===== src/rtl/gpca_pipe.sv =====
// gpca_pipe: N-row cellular array (multiply/divide mode per transaction), one register stage per row, global stall
module gpca_pipe #(
  parameter int N = 5
) (
  input  logic           clk,
  input  logic           rst_n,
  input  logic           in_valid,
  output logic           in_ready,
  input  logic           x,
  input  logic [N-1:0]   p,
  input  logic [N+1:0]   b,
  input  logic [N+1:0]   c,
  input  logic [2*N-1:0] a,
  output logic           out_valid,
  input  logic           out_ready,
  output logic [2*N:0]   s,
  output logic [N-1:0]   q,
  output logic           busy
);
  localparam int W = 2 * N + 1;
  typedef struct packed {
    logic         co;
    logic [W-1:0] s;
    logic [W-1:0] d;
    logic [W-1:0] e;
  } row_t;
  // One array row; vectors are LSB-first, so bit 0 is the last (LSB) cell and bit w-1 the MSB cell.
  function automatic row_t row_f(input logic [W-1:0] av, input logic [W-1:0] bv,
                                 input logic [W-1:0] cv, input logic xv, input logic pv,
                                 input int w);
    row_t     r;
    logic [W:0] cy;
    logic     bx;
    logic     f;
    r = '0;
    cy = '0;
    cy[0] = xv;
    for (int j = 0; j < W; j++) begin
      bx = bv[j] ^ xv;
      cy[j+1] = (j < w) && ((av[j] & bx) | (av[j] & cy[j]) | (bx & cy[j]));
    end
    r.co = cy[w];
    f = xv ? r.co : pv;
    for (int j = 0; j < W; j++) begin
      if (j < w) begin
        r.s[j] = f ? (av[j] ^ bv[j] ^ xv ^ cy[j]) : av[j];
        r.d[j] = cv[j] & (bv[j] | f);
        r.e[j] = bv[j] | (cv[j] & f);
      end
    end
    return r;
  endfunction
  logic [N-1:0]            v_q, v_d, x_q, x_d;
  logic [N-1:0][W-1:0]     s_q, s_d, d_q, d_d, e_q, e_d;
  logic [N-1:0][N-1:0]     q_q, q_d, p_q, p_d;
  logic [N-1:0][2*N-1:0]   a_q, a_d;
  logic [N-1:0][N+1:0]     b_q, b_d, c_q, c_d;
  row_t                    rw [N];
  for (genvar g = 0; g < N; g++) begin : g_row
    if (g == 0) begin : g_first
      assign rw[g] = row_f({{(W-2){1'b0}}, a[2*N-1], a[2*N-2]},
                           {{(W-3){1'b0}}, b[N+1:N-1]},
                           {{(W-3){1'b0}}, c[N+1:N-1]},
                           x, p[N-1], 3);
    end else begin : g_rest
      assign rw[g] = row_f((s_q[g-1] << 2) | {{(W-2){1'b0}}, a_q[g-1][2*N-2*g-1], a_q[g-1][2*N-2*g-2]},
                           (d_q[g-1] << 1) | {{(W-1){1'b0}}, b_q[g-1][N-1-g]},
                           (e_q[g-1] << 1) | {{(W-1){1'b0}}, c_q[g-1][N-1-g]},
                           x_q[g-1], p_q[g-1][N-1-g], 2*g+3);
    end
  end
  // Next stage contents: row results plus the shifted-along transaction context.
  always_comb begin
    v_d = {v_q[N-2:0], in_valid};
    x_d = {x_q[N-2:0], x};
    a_d = {a_q[N-2:0], a};
    b_d = {b_q[N-2:0], b};
    c_d = {c_q[N-2:0], c};
    p_d = {p_q[N-2:0], p};
    q_d = {q_q[N-2:0], {N{1'b0}}};
    for (int i = 0; i < N; i++) begin
      s_d[i] = rw[i].s;
      d_d[i] = rw[i].d;
      e_d[i] = rw[i].e;
      q_d[i][N-1-i] = rw[i].co;
    end
  end
  // Pipeline registers: whole pipe advances together unless a result is blocked at the output.
  always_ff @(posedge clk or negedge rst_n) begin
    if (!rst_n) begin
      v_q <= '0;
      x_q <= '0;
      s_q <= '0;
      d_q <= '0;
      e_q <= '0;
      q_q <= '0;
      a_q <= '0;
      b_q <= '0;
      c_q <= '0;
      p_q <= '0;
    end else if (in_ready) begin
      v_q <= v_d;
      x_q <= x_d;
      s_q <= s_d;
      d_q <= d_d;
      e_q <= e_d;
      q_q <= q_d;
      a_q <= a_d;
      b_q <= b_d;
      c_q <= c_d;
      p_q <= p_d;
    end
  end
  assign out_valid = v_q[N-1];
  assign s         = s_q[N-1];
  assign q         = q_q[N-1];
  assign busy      = |v_q;
  assign in_ready  = !(out_valid && !out_ready);
endmodule


===== config.mk =====
export PLATFORM = sky130hd
export DESIGN_NAME = gpca_pipe
export DESIGN_NICKNAME = d
export VERILOG_FILES = /design/src/rtl/gpca_pipe.sv
export SDC_FILE = /design/constraint.sdc
export NUM_CORES = 1
export LEC_CHECK = 0
export ABC_AREA = 0
export CAP_MARGIN = 10
export CORE_UTILIZATION = 60
export DETAILED_ROUTE_END_ITERATION = 16
export GPL_ROUTABILITY_DRIVEN = 1
export GPL_TIMING_DRIVEN = 0
export PLACE_DENSITY = 0.81
export SLEW_MARGIN = 15
export SYNTH_ARGS = -nofsm -noshare
export SYNTH_HDL_FRONTEND = slang
export SYNTH_SLANG_ARGS = --single-unit

===== constraint.sdc =====
create_clock -name clk -period 10.4 [get_ports clk]
set_clock_uncertainty 0.2 [all_clocks]
set_input_delay 2.08 -clock clk [delete_from_list [all_inputs] [get_ports clk]]
set_output_delay 2.08 -clock clk [all_outputs]
set_load 0.02 [all_outputs]

==> impl_metrics.py <==
metrics = {
    "global_route": {
        "first_global_vias": 5926,
        "maximum_number_of_pins_on_one_net_before_global_route_repair": 81,
        "globalRouteMet3Util_pct": 6.51,
        "globalRouteMet2Util_pct": 49.4,
        "gr-max-usage-layer": "met2",
        "grt_remaining_overflow": 0,
        "grt_antenna_before_repair": 0,
        "groute.usage.overall_pct": 30.2,
        "grt_pass1_wl_mm": 28.9,
        "grt.met1_usage_pct": 39.3,
    },
    "worst_setup_path": {
        "critical_path.max_fanout": 10,
        "data_required_time_of_the_worst_path_ns": 8.12,
        "critical_path_class": "input pin to primary output",
        "worst-r2r-cell-count": 16,
        "crit_path_end_kind": "primary output",
        "worst_ep_arrival_time_ns": 4.96,
        "timing.critical_path.from_type": "input pin",
    },
    "clock_tree": {
        "total_clock_buffers_created_by_cts": 17,
        "cts-resized-gates": 0,
        "cts-htree-levels": 4,
        "tritoncts_num_sinks": 135,
        "clock_tree.buffer_depth": 2,
        "clock_tree_from_tritoncts": "built",
        "post_cts_setup_buffers": 0,
        "ctsHoldBuffers": 0,
        "clkTransAtPathRegs_ns": 0.06,
        "clock_tree_root_driver_cell": "sky130_fd_sc_hd__clkbuf_16",
        "clock_latency_ns": 0.42,
    },
    "worst_hold_path": {
        "min_delay_path_depth": 2,
        "min-delay-path-class": "register to register",
    },
    "synthesis": {
        "yosysWarningCount": 0,
        "synth_enable_flop_cells": 0,
        "ys_seq_area_share_pct": 47.2,
        "post_synth_instance_area_um2": 7160,
        "synth_top_cells_by_area": "sky130_fd_sc_hd__dfrtp_1 (47%), sky130_fd_sc_hd__nand2_1 (14%), sky130_fd_sc_hd__o21ai_0 (5.4%)",
        "yosys_register_bits": 135,
        "netlist.area_leader.share_pct": 47.2,
        "ys_top_cells_by_count": "sky130_fd_sc_hd__nand2_1 (272), sky130_fd_sc_hd__dfrtp_1 (135), sky130_fd_sc_hd__o21ai_0 (78)",
        "post_synth_arst_share_pct": 100,
        "synth_ff_type": "sky130_fd_sc_hd__dfrtp_1",
        "synth.most_common_cell": "sky130_fd_sc_hd__nand2_1",
        "mappedNetlistNets": 874,
        "avgSynthCellArea_um2": 8.64,
        "synthDominantAreaCellType": "sky130_fd_sc_hd__dfrtp_1",
        "ys_types": 61,
        "syn-instance-count": 829,
    },
    "timing": {
        "max_transition_margin_pct": 25.3,
        "period_minus_slack_ns": 7.24,
        "maxClockFrequency_mhz": 138,
        "worst_slack_ns": 3.16,
        "slew_violations": 0,
        "unrepaired_setup_endpoints_after_global_routing": "no",
        "timing_hold_violations_final": 0,
        "finalSetupTns_ns": 0,
        "worstMarginPinSlew_ns": 1.09,
        "timing.final.crit_share_pct": 69.6,
        "setup_viol_count_final": 0,
    },
    "die": {
        "fp.dieW_um": 111,
        "core_area_um2": 11500,
        "initial_core_util_pct": 62.2,
        "ios": 53,
        "die_height_um": 111,
        "std_cell_rows": 39,
        "design.die.area_um2": 12400,
    },
    "pwr": {
        "ir_worst_vdd_mv": 0.184,
        "total_leakage_power_nw": 3.92,
        "cellPowerDensity_nw_per_um2": 356,
        "power_mw": 3.01,
    },
    "cells_and_area": {
        "areaGrowthSynthToFinish_pct": 17.9,
        "layout-drive-gt1-share_pct": 8.66,
        "antenna-diode-count": 0,
        "nets": 944,
    },
    "placed_design": {
        "post_detailed_placement_half_perimeter_wirelength_mm": 12.3,
        "routabilityCongestion": 0.917,
        "io_buffers": 50,
        "place_worst_setup_slack_ns": 3.30,
    },
    "run_status": {
        "failing_checks": "design-rule violations",
        "run_status": "finished, violations left",
    },
    "routing": {
        "drt-vias-per-instance": 5.75,
        "via_count": 6061,
        "routed_wirelength_mm": 17.4,
        "detail_route.iter0.violations": 416,
        "routed_wire_length_per_instance_um": 16.5,
        "antenna_left": 0,
        "dr.pass1.iters": 11,
        "remaining_drc_errors": 4,
    },
    "job": {
        "timing.max_cap.violations": 0,
    },
}
## flip-flops by register name (all words and copies together), names as in the netlist
| name | count |
|---|---|
| b_d | 10 |
| v_q | 5 |
| c_d | 6 |
| d_q | 18 |
| a_d | 20 |
| s | 11 |
| q_d | 10 |
| q | 5 |
| s_q | 24 |
| p_d | 10 |
| x_q | 4 |
| e_q | 12 |
## where the power goes
part / switching (mW) / internal [mW] / total (mW)
combinational: 0.851 / 0.625 / 1.48
sequential: 0.190 / 0.759 / 0.949
clock: 0.236 / 0.345 / 0.581
total: 1.28 / 1.73 / 3.01
## cells in the final DEF (no fill, tap or decap), types with 3 or more instances in the layout
cell type	Yosys	final
sky130_fd_sc_hd__clkinv_4	0	5
sky130_fd_sc_hd__o21ai_1	5	5
sky130_fd_sc_hd__maj3_1	7	7
sky130_fd_sc_hd__nand2b_1	11	11
sky130_fd_sc_hd__nand3_1	6	6
sky130_fd_sc_hd__xor2_1	34	34
sky130_fd_sc_hd__a21oi_1	45	45
sky130_fd_sc_hd__mux2i_1	9	9
sky130_fd_sc_hd__nor2_1	32	32
sky130_fd_sc_hd__clkbuf_16	0	17
sky130_fd_sc_hd__inv_1	21	21
sky130_fd_sc_hd__and3_1	4	4
sky130_fd_sc_hd__clkdlybuf4s50_1	0	49
sky130_fd_sc_hd__a211oi_1	3	3
sky130_fd_sc_hd__maj3_2	5	5
sky130_fd_sc_hd__o211ai_1	9	9
sky130_fd_sc_hd__clkbuf_1	41	42
sky130_fd_sc_hd__nor2b_1	4	4
sky130_fd_sc_hd__buf_2	7	7
sky130_fd_sc_hd__fa_1	10	10
sky130_fd_sc_hd__nand2_1	272	272
sky130_fd_sc_hd__xnor2_1	19	19
sky130_fd_sc_hd__o21ai_0	78	78
sky130_fd_sc_hd__buf_4	16	16
sky130_fd_sc_hd__a31oi_1	4	4
sky130_fd_sc_hd__a21o_1	3	3
sky130_fd_sc_hd__nor3_1	3	3
sky130_fd_sc_hd__and2_1	3	3
sky130_fd_sc_hd__dfrtp_1	135	135
## critical path, cell delays in order
cell and delay [ns]:
sky130_fd_sc_hd__clkdlybuf4s50_1 0.46, sky130_fd_sc_hd__nor2b_1 0.06, sky130_fd_sc_hd__clkbuf_1 0.22, sky130_fd_sc_hd__inv_2 0.19, sky130_fd_sc_hd__clkbuf_1 0.56, sky130_fd_sc_hd__clkbuf_1 0.64, sky130_fd_sc_hd__clkdlybuf4s50_1 0.74
## layout make-up
class,instances,area [um^2]
Clock buffer,20,457
Tap cell,143,179
Timing Repair Buffer,51,529
Sequential cell,135,3380
Buffer,64,309
Inverter,23,86.3
Multi-Input combinational cell,607,3390
Fill cell,835,3070
Clock inverter,12,120
## per-layer routing
metal  part of all wire, %  up-vias
met2                    48      211
met3                   6.5       36
met4                   2.6        0
met5                     0        -
met1                    43     2978
li1                      -     2836
## worst paths after layout
kind	start	to	slack (ns)
min in group asynchronous	rst_n	s[5]	1.42
hold / removal	q_d[19]	q_d[19]	0.27
setup / recovery	out_ready	in_ready	3.16
setup reg to reg	x_q[3]	s[3]	5.00
max in group asynchronous	rst_n	s_q[1]	7.82
hold reg to reg	q_d[19]	q_d[19]	0.27
## per-stage QoR
stage | utilization, % | cell area [um^2] | hold WS (ns) | std cells
6_report | 73.4 | 8450 | 0.268 | 1055
5_1_grt | 73.4 | 8450 | 0.290 | 1055
4_1_cts | 73.4 | 8450 | 0.269 | 1055
3_5_place_dp | 68.4 | 7870 | 0.255 | 1023
3_3_place_gp | 68.1 | 7840 | 0.249 | 1022
2_1_floorplan | - | 7160 | 0.232 | 829
## logic make-up after synthesis
kind of cell / count (synthesis) / share of synthesized area (%)
AND/OR/NAND/NOR: 351 / 20.2
AO/OA/AOI/OAI: 167 / 13.8
XOR/XNOR: 53 / 6.48
buffers and inverters: 87 / 5.52
multiplexers: 13 / 2.10
adder cells (fa/ha/maj): 23 / 4.73
flip-flops: 135 / 47.2
No activity file was read; power rests on OpenSTA's default activity.
